**config.mk**
```make
export PLATFORM = sky130hd
export DESIGN_NAME = buzzer_sequencer_flat
export DESIGN_NICKNAME = d
export VERILOG_FILES = /design/src/rtl/buzzer_sequencer_if.sv /design/src/rtl/buzzer_sequencer.sv /design/src/flat_wrapper.sv
export SDC_FILE = /design/constraint.sdc
export NUM_CORES = 1
export LEC_CHECK = 0
export CAP_MARGIN = 10
export CORE_ASPECT_RATIO = 1.25
export CORE_MARGIN = 8
export CORE_UTILIZATION = 35
export CTS_CLUSTER_SIZE = 16
export DETAILED_ROUTE_END_ITERATION = 8
export GPL_ROUTABILITY_DRIVEN = 0
export PLACE_DENSITY_LB_ADDON = 0.3
export SKIP_CTS_REPAIR_TIMING = 1
export SYNTH_ARGS = -nofsm -noshare
export SYNTH_HDL_FRONTEND = slang
export SYNTH_SLANG_ARGS = --single-unit
export TNS_END_PERCENT = 100
```
**constraint.sdc**
```tcl
create_clock -name clk -period 3.8 [get_ports clk]
set_input_delay 0.76 -clock clk [delete_from_list [all_inputs] [get_ports clk]]
set_output_delay 0.76 -clock clk [all_outputs]
set_load 0.02 [all_outputs]
```
**src/rtl/buzzer_sequencer_if.sv**
```systemverilog
// Command handshake between a note producer and the buzzer sequencer.
// The master drives a 12-bit note command with valid; the slave answers with ready.
interface buzzer_sequencer_if;
  logic [11:0] cmd_i;
  logic        cmd_valid_i;
  logic        cmd_ready_o;

  modport master (
    output cmd_i,
    output cmd_valid_i,
    input  cmd_ready_o
  );

  modport slave (
    input  cmd_i,
    input  cmd_valid_i,
    output cmd_ready_o
  );
endinterface

```
**src/rtl/buzzer_sequencer.sv**
```systemverilog
// Buzzer note sequencer: a command FIFO feeding a load/play/wait-for-done FSM.
// Defining SEQ_GAP_EN adds a GAP_CYCLES-long silence after every completed note.
module buzzer_sequencer #(
  parameter int unsigned FIFO_DEPTH = 8,
  parameter int unsigned PLAY_HOLD  = 4,
  parameter int unsigned GAP_CYCLES = 2500000
) (
  input  logic              clk,
  input  logic              rst,
  buzzer_sequencer_if.slave cmd,
  input  logic              flush_i,
  input  logic              buzzer_done_i,
  output logic [15:0]       buzzer_cmd_o,
  output logic              busy_o,
  output logic              note_done_o,
  output logic [4:0]        fifo_count_o
);

  localparam int unsigned PtrW  = $clog2(FIFO_DEPTH);
  localparam int unsigned HoldW = $clog2(PLAY_HOLD);

`ifdef SEQ_GAP_EN
  localparam int unsigned GapW = $clog2(GAP_CYCLES + 1);
  typedef enum logic [2:0] {StIdle, StLoad, StPlayHi, StPlayLo, StWaitDone, StGap} state_e;
`else
  typedef enum logic [2:0] {StIdle, StLoad, StPlayHi, StPlayLo, StWaitDone} state_e;
`endif

  state_e            state_q, state_d;
  logic [11:0]       mem_q [FIFO_DEPTH];
  logic [PtrW-1:0]   wr_ptr_q, rd_ptr_q;
  logic [4:0]        count_q;
  logic              nonempty_q;
  logic [11:0]       held_q;
  logic [HoldW-1:0]  hold_cnt_q;
  logic              done_q;
  logic              note_done_q;

  logic full, avail, push, pop, done_rise, hold_last, play, note_done_d;

  assign full            = (count_q == 5'(FIFO_DEPTH));
  assign cmd.cmd_ready_o = ~full & ~flush_i;
  assign push            = cmd.cmd_valid_i & cmd.cmd_ready_o;
  // An entry becomes poppable one cycle after it is written, fixing push-to-play latency.
  assign avail           = nonempty_q & (count_q != 5'd0);
  assign done_rise       = buzzer_done_i & ~done_q;
  assign hold_last       = (hold_cnt_q == HoldW'(PLAY_HOLD - 1));

  // Command FIFO
  always_ff @(posedge clk or posedge rst) begin
    if (rst) begin
      wr_ptr_q   <= '0;
      rd_ptr_q   <= '0;
      count_q    <= 5'd0;
      nonempty_q <= 1'b0;
    end else if (flush_i) begin
      wr_ptr_q   <= '0;
      rd_ptr_q   <= '0;
      count_q    <= 5'd0;
      nonempty_q <= 1'b0;
    end else begin
      if (push) wr_ptr_q <= wr_ptr_q + PtrW'(1);
      if (pop)  rd_ptr_q <= rd_ptr_q + PtrW'(1);
      if (push && !pop) begin
        count_q <= count_q + 5'd1;
      end else if (pop && !push) begin
        count_q <= count_q - 5'd1;
      end
      nonempty_q <= (count_q != 5'd0);
    end
  end

  always_ff @(posedge clk) begin
    if (push) mem_q[wr_ptr_q] <= cmd.cmd_i;
  end

  // Holding register, play-hold counter and done-edge detection
  always_ff @(posedge clk or posedge rst) begin
    if (rst) begin
      held_q      <= 12'h000;
      hold_cnt_q  <= '0;
      done_q      <= 1'b0;
      note_done_q <= 1'b0;
    end else begin
      done_q      <= buzzer_done_i;
      note_done_q <= note_done_d;
      if (pop) held_q <= mem_q[rd_ptr_q];
      hold_cnt_q  <= (state_q == StPlayHi) ? hold_cnt_q + HoldW'(1) : '0;
    end
  end

`ifdef SEQ_GAP_EN
  logic [GapW-1:0] gap_cnt_q;
  logic            gap_last;

  assign gap_last = (gap_cnt_q == GapW'(GAP_CYCLES - 1));

  always_ff @(posedge clk or posedge rst) begin
    if (rst) begin
      gap_cnt_q <= '0;
    end else begin
      gap_cnt_q <= (state_q == StGap) ? gap_cnt_q + GapW'(1) : '0;
    end
  end
`endif

  // FSM state register
  always_ff @(posedge clk or posedge rst) begin
    if (rst) begin
      state_q <= StIdle;
    end else begin
      state_q <= state_d;
    end
  end

  // FSM next state
  always_comb begin
    state_d = state_q;
    unique case (state_q)
      StIdle:     if (avail) state_d = StLoad;
      StLoad:     state_d = (held_q[11:8] == 4'd0) ? StIdle : StPlayHi;
      StPlayHi:   if (hold_last) state_d = StPlayLo;
      StPlayLo:   state_d = StWaitDone;
      StWaitDone: begin
        if (done_rise) begin
`ifdef SEQ_GAP_EN
          state_d = StGap;
`else
          state_d = StIdle;
`endif
        end
      end
`ifdef SEQ_GAP_EN
      StGap:      if (gap_last) state_d = StIdle;
`endif
      default:    state_d = StIdle;
    endcase
    if (flush_i) state_d = StIdle;
  end

  // FSM outputs
  always_comb begin
    play        = 1'b0;
    busy_o      = 1'b0;
    pop         = 1'b0;
    note_done_d = 1'b0;
    play        = (state_q == StPlayHi);
    busy_o      = (state_q != StIdle);
    pop         = (state_q == StIdle) & avail & ~flush_i;
    note_done_d = (state_q == StWaitDone) & done_rise & ~flush_i;
  end

  assign buzzer_cmd_o = {1'b0, play, 2'b00, held_q};
  assign note_done_o  = note_done_q;
  assign fifo_count_o = count_q;

endmodule

```
**src/flat_wrapper.sv**
```systemverilog
// flat-port wrapper written by rule: the top's interface ports become plain ports
module buzzer_sequencer_flat 
#(
  parameter int unsigned FIFO_DEPTH = 8,
  parameter int unsigned PLAY_HOLD  = 4,
  parameter int unsigned GAP_CYCLES = 2500000
)
  (clk, rst, flush_i, buzzer_done_i, buzzer_cmd_o, busy_o, note_done_o, fifo_count_o, cmd_cmd_i, cmd_cmd_valid_i, cmd_cmd_ready_o);
  buzzer_sequencer_if cmd_i ();
  input  logic clk;
  input  logic rst;
  input  logic flush_i;
  input  logic buzzer_done_i;
  output logic [15:0] buzzer_cmd_o;
  output logic busy_o;
  output logic note_done_o;
  output logic [4:0] fifo_count_o;
  input wire logic [$bits(cmd_i.cmd_i)-1:0] cmd_cmd_i;
  input wire logic [$bits(cmd_i.cmd_valid_i)-1:0] cmd_cmd_valid_i;
  output wire logic [$bits(cmd_i.cmd_ready_o)-1:0] cmd_cmd_ready_o;
  assign cmd_i.cmd_i = cmd_cmd_i;
  assign cmd_i.cmd_valid_i = cmd_cmd_valid_i;
  assign cmd_cmd_ready_o = cmd_i.cmd_ready_o;
  buzzer_sequencer #(.FIFO_DEPTH(FIFO_DEPTH), .PLAY_HOLD(PLAY_HOLD), .GAP_CYCLES(GAP_CYCLES)) u_core (.clk(clk), .rst(rst), .cmd(cmd_i), .flush_i(flush_i), .buzzer_done_i(buzzer_done_i), .buzzer_cmd_o(buzzer_cmd_o), .busy_o(busy_o), .note_done_o(note_done_o), .fifo_count_o(fifo_count_o));
endmodule
```
* Word-level counts from Yosys, hierarchy flattened
Memory sizes are Yosys's and may differ from the RTL's. A register that Yosys moved wholly into a read port is not among the register bits.
Cells that the tools add are included.
W data, S select, Z words.
** Cells by class
- $add $sub $neg :: 5
- Eq/ne operators :: 9
- Mux-type cells :: 17
- Bitwise logic cells :: 11
- Reductions and logical operators :: 12
** Operators by type and width (number)
- $mux W3 :: 8
- $mux W5 :: 3
- $pmux W3 S5 :: 1
- $ne A3 B2 Y1 const B :: 3
- $and A1 B1 Y1 :: 8
- $add A3 B1 Y3 const B :: 2
- $eq A3 B2 Y1 const B :: 2
- $reduce_bool A3 Y1 :: 2
- $add A5 B1 Y5 const B :: 1
- $eq A5 B4 Y1 const B :: 1
- $reduce_bool A5 Y1 :: 1
- $sub A5 B1 Y5 const B :: 1
- $logic_not A4 Y1 :: 1
- $mux W2 :: 2
- $reduce_bool A2 Y1 :: 2
- $eq A3 B1 Y1 const B :: 1
- $eq A3 B3 Y1 const B :: 1
- $logic_not A3 Y1 :: 1
- $mux W1 :: 3
- $not A1 Y1 :: 3
- $reduce_and A3 Y1 :: 1
- $add A2 B1 Y2 const B :: 1
- $eq A2 B2 Y1 const B :: 1
- $logic_and A1 B1 Y1 :: 2
- $logic_not A1 Y1 :: 2
** Word-level totals
- Flip-flop bits (word level) :: 19
- Bits in writable memories :: 96
- Input port bits :: 17
- Output and inout bits :: 24
- Logic and storage cells :: 63
- Memories kept :: 1
** Memories
- u_core.mem_q :: words 8, bits a word 12, read ports 1, clocked after memory_dff 1, wr ports 1, RTL line buzzer_sequencer.sv:30 : logic [11:0] mem_q [FIFO_DEPTH];

* Longest topological paths before layout
- Word-level depth :: 9
- Depth in mapped cells :: 10

* Least setup slack after synthesis
No wires, ideal clock.
- Kind :: input port to flip-flop
- From :: in cmd_cmd_valid_i
- To :: reg u_core.count_q[4], in the netlist u_core.fifo_count_o[4]
- Library setup time :: 0.068 ns
- Data arrival time :: 3.052 ns
- Setup slack :: 0.679 ns
- Stages on the path :: 9
- Cell sequence :: nor2b_1 -> a21boi_1 -> nand2_1 -> fa_1 -> a21o_1 -> a21o_1 -> or3_1 -> a211o_1 -> nand3_1
** On the way
- Word-level cells in the longest chain between the ends :: 4
** RTL lines
- start: declaration :: RTL line flat_wrapper.sv:19 : input wire logic [$bits(cmd_i.cmd_valid_i)-1:0] cmd_cmd_valid_i;
- $and A1 B1 Y1 * :: RTL line buzzer_sequencer.sv:43 : assign push = cmd.cmd_valid_i & cmd.cmd_ready_o;
- $logic_and A1 B1 Y1 or $logic_not A1 Y1 (tied branches) :: RTL line buzzer_sequencer.sv:64, buzzer_sequencer.sv:66
- $mux W5 or $logic_and A1 B1 Y1 (tied branches) :: RTL line buzzer_sequencer.sv:64, buzzer_sequencer.sv:66
- $mux W5 or $reduce_bool A3 Y1 (tied branches)
- end signal: assignment :: RTL line buzzer_sequencer.sv:65 : count_q <= count_q + 5'd1;
- end signal: assignment :: RTL line buzzer_sequencer.sv:67 : count_q <= count_q - 5'd1;
- end: declaration :: RTL line buzzer_sequencer.sv:32 : logic [4:0] count_q;
Every way passes the cells marked *; elsewhere a longest branch is shown, timed or not.
A chain may end at the register's enable or synchronous reset.

* Final worst setup path
Ends and elaborated chain as after synthesis.

==> metrics.md <==
| Metric | Value |
|---|---|
| Root Buffer | clkbuf_16 |
| Worst slew pin tran | 0.883 ns |
| Area Growth Syn to Fin | 23.9% |
| Fin area | 0.00637 mm^2 |
| Clock transition at the registers of the reported paths | 0.05 ns |
| Die height | 152 um |
| Fin Clk Skew | 0.00748 ns |
| Clock share of power | 0.359 |
| Post-synth top area cell | edfxtp_1 |
| Net switching power | 1.22 mW |
| Placed insts | 507 |
| Bufs on Longest Clock Path | 2 |
| Startpoint Class | input port |
| Setup violators final | 0 |
| EDFF count, synth | 96 |
| CTS tree | yes |
| Starting density of the core | 0.357 |
| CP top delay family | compound AO/OA/AOI/OAI gates |
| Syn Std Cell Area | 0.00514 mm^2 |
| Largest net degree at the start of global routing | 32 |
| Worst r2r src | u_core.fifo_count_o[1]$_DFFE_PP0P_ |
| Maximum vdd ir drop | 457 uV |
| Arrival @ worst endpoint | 3.41 ns |
| DR WL met2 | 5.10 mm |
| Worst R2R Path Depth | 9 |
| Main synth FF type | edfxtp_1 |
| Core box area | 0.0144 mm^2 |
| Worst Setup End Kind | flop |
| Cell-internal power | 3.18 mW |
| Final worst setup slack | 0.729 ns |
| Final TNS setup | 0 ns |
| Non-filler cells, final | 538 |
| Pre-antenna DRT Iters | 4 |
| Switching Fraction | 0.277 |
| Placement Setup Slack | 0.317 ns |
| Die area | 0.0188 mm^2 |
| Gr usage total | 0.113 |
| Worst R2R End | u_core.fifo_count_o[4]$_DFFE_PP0P_ |
| Sink of the worst hold path | u_core.hold_cnt_q[0]$_DFF_PP0_ |
| Crit path buffers/inverters | 1 |
| First-pass GRT wire length | 16.0 mm |
| # port buffers | 37 |
| Met1 Wirelength | 4.27 mm |
| Endpoints failing hold | 0 |
| Synth warn | 0 |
| Max Fanout on Critical Path | 6 |
| Final nets | 373 |
| GRT overflow | 0 |
| Boundary pin count | 41 |
| Placed inst area | 0.00579 mm^2 |
| Outcome | finished, final reports clean |
| Final antenna-violating net count | 0 |
| Drt wl/cell | 18.5 um |
| Avg Cell Area, Syn | 17.5 um^2 |
| Post-route minimum period | 3.07 ns |
| Die W | 124 um |
| H-tree depth | 4 |
| CTS Sinks | 127 |
| Min-delay worst type | reg2reg |
| Met3 WL | 481 um |
| Ys async rst share | 0.244 |
| Netlist cell types | 44 |
| Slew Viols, Final | 0 |
| Most frequent cells in the layout | 96 x edfxtp_1, 37 x clkdlybuf4s50_1, 31 x dfrtp_1 |
| Drc violations | 0 |
| Final period util | 0.808 |
| Worst slew margin | 0.411 |
| Crit path largest cell delay | 0.46 ns |
| DR vias | 2,690 |
| Leak | 2.23 nW |
| Max layer used | met4 |
| Crit path required time | 4.14 ns |
| CP Cell Sequence | clkdlybuf4s50_1 > nor2b_1 > a21boi_1 > nand2_1 > fa_1 > a21o_1 > a21o_1 > or3_1 > a211o_1 > nand3_1 |
| Slowest cell on the critical path | clkdlybuf4s50_1 |
| Fraction of layout cells with a size suffix above 1 | 0.225 |
| Via density | 5.00 |
| Unrepaired setup endpoints after global routing | no |
| Initial antenna violation count | 0 |
| DRT iter0 DRCs | 212 |
| Vias in the first global route | 2,891 |
| Pwr/cell area | 691 mW/mm^2 |
| Most common cell on crit path | a21o_1 |
| Clock Latency Late Sink | 0.41 ns |
| Flop pwr share | 0.401 |
| Logic pwr share | 0.241 |
| Yosys top cell area share | 0.561 |
| Hold depth | 1 |
| Total Wirelength | 9.97 mm |
| Max Cap Viol | 0 |
| Num CTS Buffers | 17 |
| Setup CP Type | in2reg |
| Yosys reg bits | 127 |
| R2R Setup Slk | 0.78 ns |
| Hpwl dp | 6.14 mm |
| Number of antenna repair diodes | 0 |
| Row cnt | 49 |
| Most common cell after layout, fill and taps aside | edfxtp_1 |
| Top post-synthesis cells by area | edfxtp_1 56%, dfrtp_1 15%, mux4_2 11% |
| Sequential cell area fraction in the yosys report | 0.712 |
| Fmax | 326 MHz |
| Hold_sp | u_core.hold_cnt_q[0]$_DFF_PP0_ |
| Gate Count Post-Synth | 293 |
==> Yosys cell counts (all sizes together) (5+ instances only) <==
cell type	instances
edfxtp	96
dfrtp	31
mux4	24
nand2	21
o21ai	15
buf	14
mux2i	13
nor2	11
ha	7
a21oi	5
inv	5
==> power groups by stage <==
stage                     clock network [mW]  logic [mW]  registers [mW]
after floorplan                            0       0.639            1.86
after global placement                     0        1.07            1.78
after detailed placement                   0        1.09            1.79
after CTS                               1.60        1.09            1.77
after global routing                    1.67        1.18            1.79
final                                   1.58        1.06            1.76
==> worst register-to-register path, delay by kind of cell (launching register included) <==
family | cells | cell delay (ns)
flops | 1 | 0.45
simple gates | 4 | 1.20
compound gates | 4 | 0.87
fa+ha+maj | 1 | 0.45
==> final cells by class <==
cell class / count / area [um^2]
sequential: 127 / 3660
inverter: 5 / 18.8
tap: 178 / 223
clock buffer: 18 / 429
multi-input combinational: 146 / 1420
timing repair buffer: 51 / 475
clock inverter: 13 / 148
fill: 1238 / 8040
==> sequential cells by signal, indices dropped and copies added, names as in the netlist <==
name and count:
u_core.hold_cnt_q 2, u_core.state_q 3, u_core.note_done_o 1, u_core.nonempty_q 1
u_core.fifo_count_o 5, u_core.held_q 12, u_core.wr_ptr_q 3, u_core.done_q 1
u_core.rd_ptr_q 3, u_core.mem_q 96
==> metrics by stage <==
stage	hold WS, ns	power, mW	util
3_5_place_dp	0.438	2.88	0.402
5_1_grt	0.466	4.64	0.442
2_1_floorplan	0.409	2.50	-
3_3_place_gp	0.423	2.85	0.402
6_report	0.442	4.40	0.442
4_1_cts	0.450	4.46	0.442
==> metal layers <==
layer,GRT usage,up-vias
li1,-,1241
met3,0.0400,8
met2,0.194,53
met5,0,-
met1,0.126,1388
met4,0.0489,0
==> kinds of logic (layout without fill, tap and decap cells) <==
| group | count (synthesis) | count (layout) | share of synthesized area |
|---|---|---|---|
| other | 1 | 3 | 0.000729 |
| adders and majority gates | 8 | 8 | 0.0209 |
| DFF | 127 | 127 | 0.712 |
| buffers and inverters | 22 | 87 | 0.0219 |
| muxes | 39 | 39 | 0.135 |
| xor gates and xnor gates | 5 | 5 | 0.00852 |
| and+or+nand+nor | 60 | 60 | 0.0606 |
| AOI/OAI and AO/OA | 31 | 31 | 0.0409 |
==> worst max path at each step <==
stage / start / endpoint / cells past startpoint
6_report: cmd_cmd_valid_i / u_core.fifo_count_o[4]$_DFFE_PP0P_ / 10
5_1_grt: cmd_cmd_valid_i / u_core.fifo_count_o[4]$_DFFE_PP0P_ / 10
4_1_cts: cmd_cmd_valid_i / u_core.fifo_count_o[4]$_DFFE_PP0P_ / 10
3_5_place_dp: cmd_cmd_valid_i / u_core.fifo_count_o[4]$_DFFE_PP0P_ / 10
3_3_place_gp: cmd_cmd_valid_i / u_core.fifo_count_o[4]$_DFFE_PP0P_ / 10
2_1_floorplan: cmd_cmd_valid_i / u_core.fifo_count_o[4]$_DFFE_PP0P_ / 9
(Power assumes the default switching activity.)
==> RTL change, RTL diff (same flow settings) <==
`PLAY_HOLD` is set to 4 in 2 places; all go to 2.
--- a/src/rtl/buzzer_sequencer.sv
+++ b/src/rtl/buzzer_sequencer.sv
@@ -3,5 +3,5 @@
 module buzzer_sequencer #(
   parameter int unsigned FIFO_DEPTH = 8,
-  parameter int unsigned PLAY_HOLD  = 4,
+  parameter int unsigned PLAY_HOLD  = 2,
   parameter int unsigned GAP_CYCLES = 2500000
 ) (
--- a/src/flat_wrapper.sv
+++ b/src/flat_wrapper.sv
@@ -3,5 +3,5 @@
 #(
   parameter int unsigned FIFO_DEPTH = 8,
-  parameter int unsigned PLAY_HOLD  = 4,
+  parameter int unsigned PLAY_HOLD  = 2,
   parameter int unsigned GAP_CYCLES = 2500000
 )
Function: changed (Yosys sat finds a counterexample within 10 cycles, from zero or initial values and one cycle with rst high).
==> RTL change against the original RTL <==
Final area shrank 1.2%; critical endpoint is now cmd_cmd_ready_o; core utilization fell by 0.36 points; power is 5.4% lower; area after synthesis is 0.54% lower; highest routed layer unchanged; sequential cell count decreased by 1; routed wire length shrank 1.1%; worst setup slack gained 160 ps; count of clock-buffer cells in the layout grew 2; global-route usage about the same.
==> RTL change: results (changes against the original RTL) <==
- The commonest cells after synthesis are 96 x sky130_fd_sc_hd__edfxtp_1, 30 x sky130_fd_sc_hd__dfrtp_1, 25 x sky130_fd_sc_hd__nand2_1, 24 x sky130_fd_sc_hd__mux4_2, 17 x sky130_fd_sc_hd__mux2i_1.
- The share of the synthesized area in the top cell type was 0.564 (+0.00302).
- The detailed-route via count came to 2668 (-0.82%).
- The number of stages on the worst hold path is 1 (unchanged).
- The logic depth of the worst register-to-register path is 8 (-1).
- The post-DP HPWL was 6160 µm (+0.37%).
- The maximum fanout count along the critical path is 15 (+9).
- The number of nets still failing antenna checks after routing is 0 (unchanged).
- The worst setup skew after layout is 11.2 ps (+3.71 ps).
- The switching share of power is 0.275 (-0.00216).
- The longest individual stage delay on the worst path is 620 ps (+160 ps).
- The post-detailed-route via-to-cell ratio was 4.93 (-1.4%).
- The final layout net count was 375 (+0.54%).
- The first-pass GRT wire length was 15600 µm (-2.5%).
- The placed standard-cell area is 0.00573 mm² (-0.99%).
- In this run the worst hold path is classified as flop to flop.
- The relative slew slack was 0.352 (-0.0592).
- The launch point of the critical path is flush_i.
- The overall routing resource usage is 0.113 (+0.000183).
- The peak ir drop on the vdd network is 0.000443 V (-2.9%).
- The number of violations reported at the end of detailed-routing iteration 0 came to 161 (-24%).
- After synthesis, the cell types taking the most area are sky130_fd_sc_hd__edfxtp_1 56%, sky130_fd_sc_hd__dfrtp_1 15%, sky130_fd_sc_hd__mux4_2 11%, sky130_fd_sc_hd__mux2i_1 3.3%, sky130_fd_sc_hd__nand2_1 1.8%.
- The fraction of synthesis flops using an asynchronous set or reset pin is 0.238 (-0.00600).
- The layout cell share with drive strength beyond 1 is 0.207 (-0.0184).
- The final hold slack is 436 ps (-5.89 ps).
- The count of placed standard cells including taps was 510 (+0.59%).
- The number of distinct library cell variants in the gate-level netlist after synthesis was 37 (-16%).
- The first-pass iteration count of the detailed router is 5 (+1).
- The average footprint of a synthesized cell is 17.2 µm² (-2.2%).
- The reg2reg setup slack was 980 ps (+200 ps).
- The flip-flop count of the largest register after layout came to 96 (unchanged).
- The final wirelength is 9860 µm (-1.1%).
- The family with the most delay on the worst path is buffers and inverters.
- The path with the worst hold slack has its endpoint at u_core.hold_cnt_q.
- The cell leakage power came to 2.17 nW (-2.9%).
- The total of fill cells in the finished design is 1248 (+0.81%).
- The via count of the first global-routing pass is 2839 (-1.8%).
- The run finished with clean final reports.
- The beginning of the worst hold path is u_core.hold_cnt_q.
- The startpoint of the worst register-to-register path is u_core.fifo_count_o[0].
- The number of endpoints with negative hold slack in the final report is 0 (unchanged).
- The register area share after synthesis is 0.711 (-0.00106).
- The pin count of the biggest net entering global routing came to 31 (-3.1%).
-- RTL change: cell types whose count changed after synthesis, sizes merged, moves of 3 or more --
cell	delta
nor2	+4
mux2i	+4
a21o	-3
clkbuf	+3
nand2	+4
nor3	+3
a22o	-3
-- RTL change: final cells by class --
class | instances | area [µm²] | share of cell area
clock buffer | 20 | 437 | 0.0694
clock inverter | 11 | 119 | 0.0189
inverter | 5 | 18.8 | 0.00298
multi-input combinational | 151 | 1390 | 0.221
sequential | 126 | 3630 | 0.578
tap | 178 | 223 | 0.0354
timing repair buffer | 50 | 468 | 0.0744
-- RTL change: worst max-delay path by stage --
stage | to | slack, ps | depth (start not counted)
2_1_floorplan | u_core.mem_q[4][0] | 870 | 4
3_3_place_gp | u_core.fifo_count_o[4] | 710 | 10
3_5_place_dp | u_core.fifo_count_o[4] | 620 | 10
4_1_cts | cmd_cmd_ready_o | 870 | 4
5_1_grt | u_core.fifo_count_o[4] | 810 | 8
6_report | cmd_cmd_ready_o | 890 | 4
-- RTL change: kinds of logic (layout without fill, tap and decap cells) --
| logic type | count (synthesis) | in the layout | share of synthesized area |
|---|---|---|---|
| other | 1 | 3 | 0.000733 |
| AOI/OAI and AO/OA | 26 | 26 | 0.0311 |
| xor gates and xnor gates | 6 | 6 | 0.0117 |
| buffers and inverters | 23 | 86 | 0.0228 |
| muxes | 41 | 41 | 0.139 |
| DFF | 126 | 126 | 0.711 |
| and+or+nand+nor | 68 | 68 | 0.0656 |
| adders and majority gates | 7 | 7 | 0.0186 |
-- RTL change: layer usage --
metal / track usage / part of all wire / up-vias
met5: 0 / 0 / -
met4: 0.0429 / 0.0093 / 0
met3: 0.0369 / 0.054 / 6
met2: 0.196 / 0.53 / 57
met1: 0.126 / 0.41 / 1367
li1: - / - / 1238
-- RTL change: power by group through the flow --
| stage | clock [mW] | combinational (mW) | sequential [mW] |
|---|---|---|---|
| finish | 1.51 | 0.912 | 1.74 |
| global route | 1.60 | 1.01 | 1.77 |
| CTS | 1.55 | 0.932 | 1.75 |
| detailed placement | 0 | 0.930 | 1.77 |
| global placement | 0 | 0.912 | 1.76 |
| floorplan | 0 | 0.527 | 1.83 |
-- RTL change: per-stage QoR --
stage          utilization  worst slack [ps]
5_1_grt              0.438               809
3_3_place_gp         0.400               713
4_1_cts              0.438               869
2_1_floorplan            -               874
3_5_place_dp         0.400               624
6_report             0.438               886
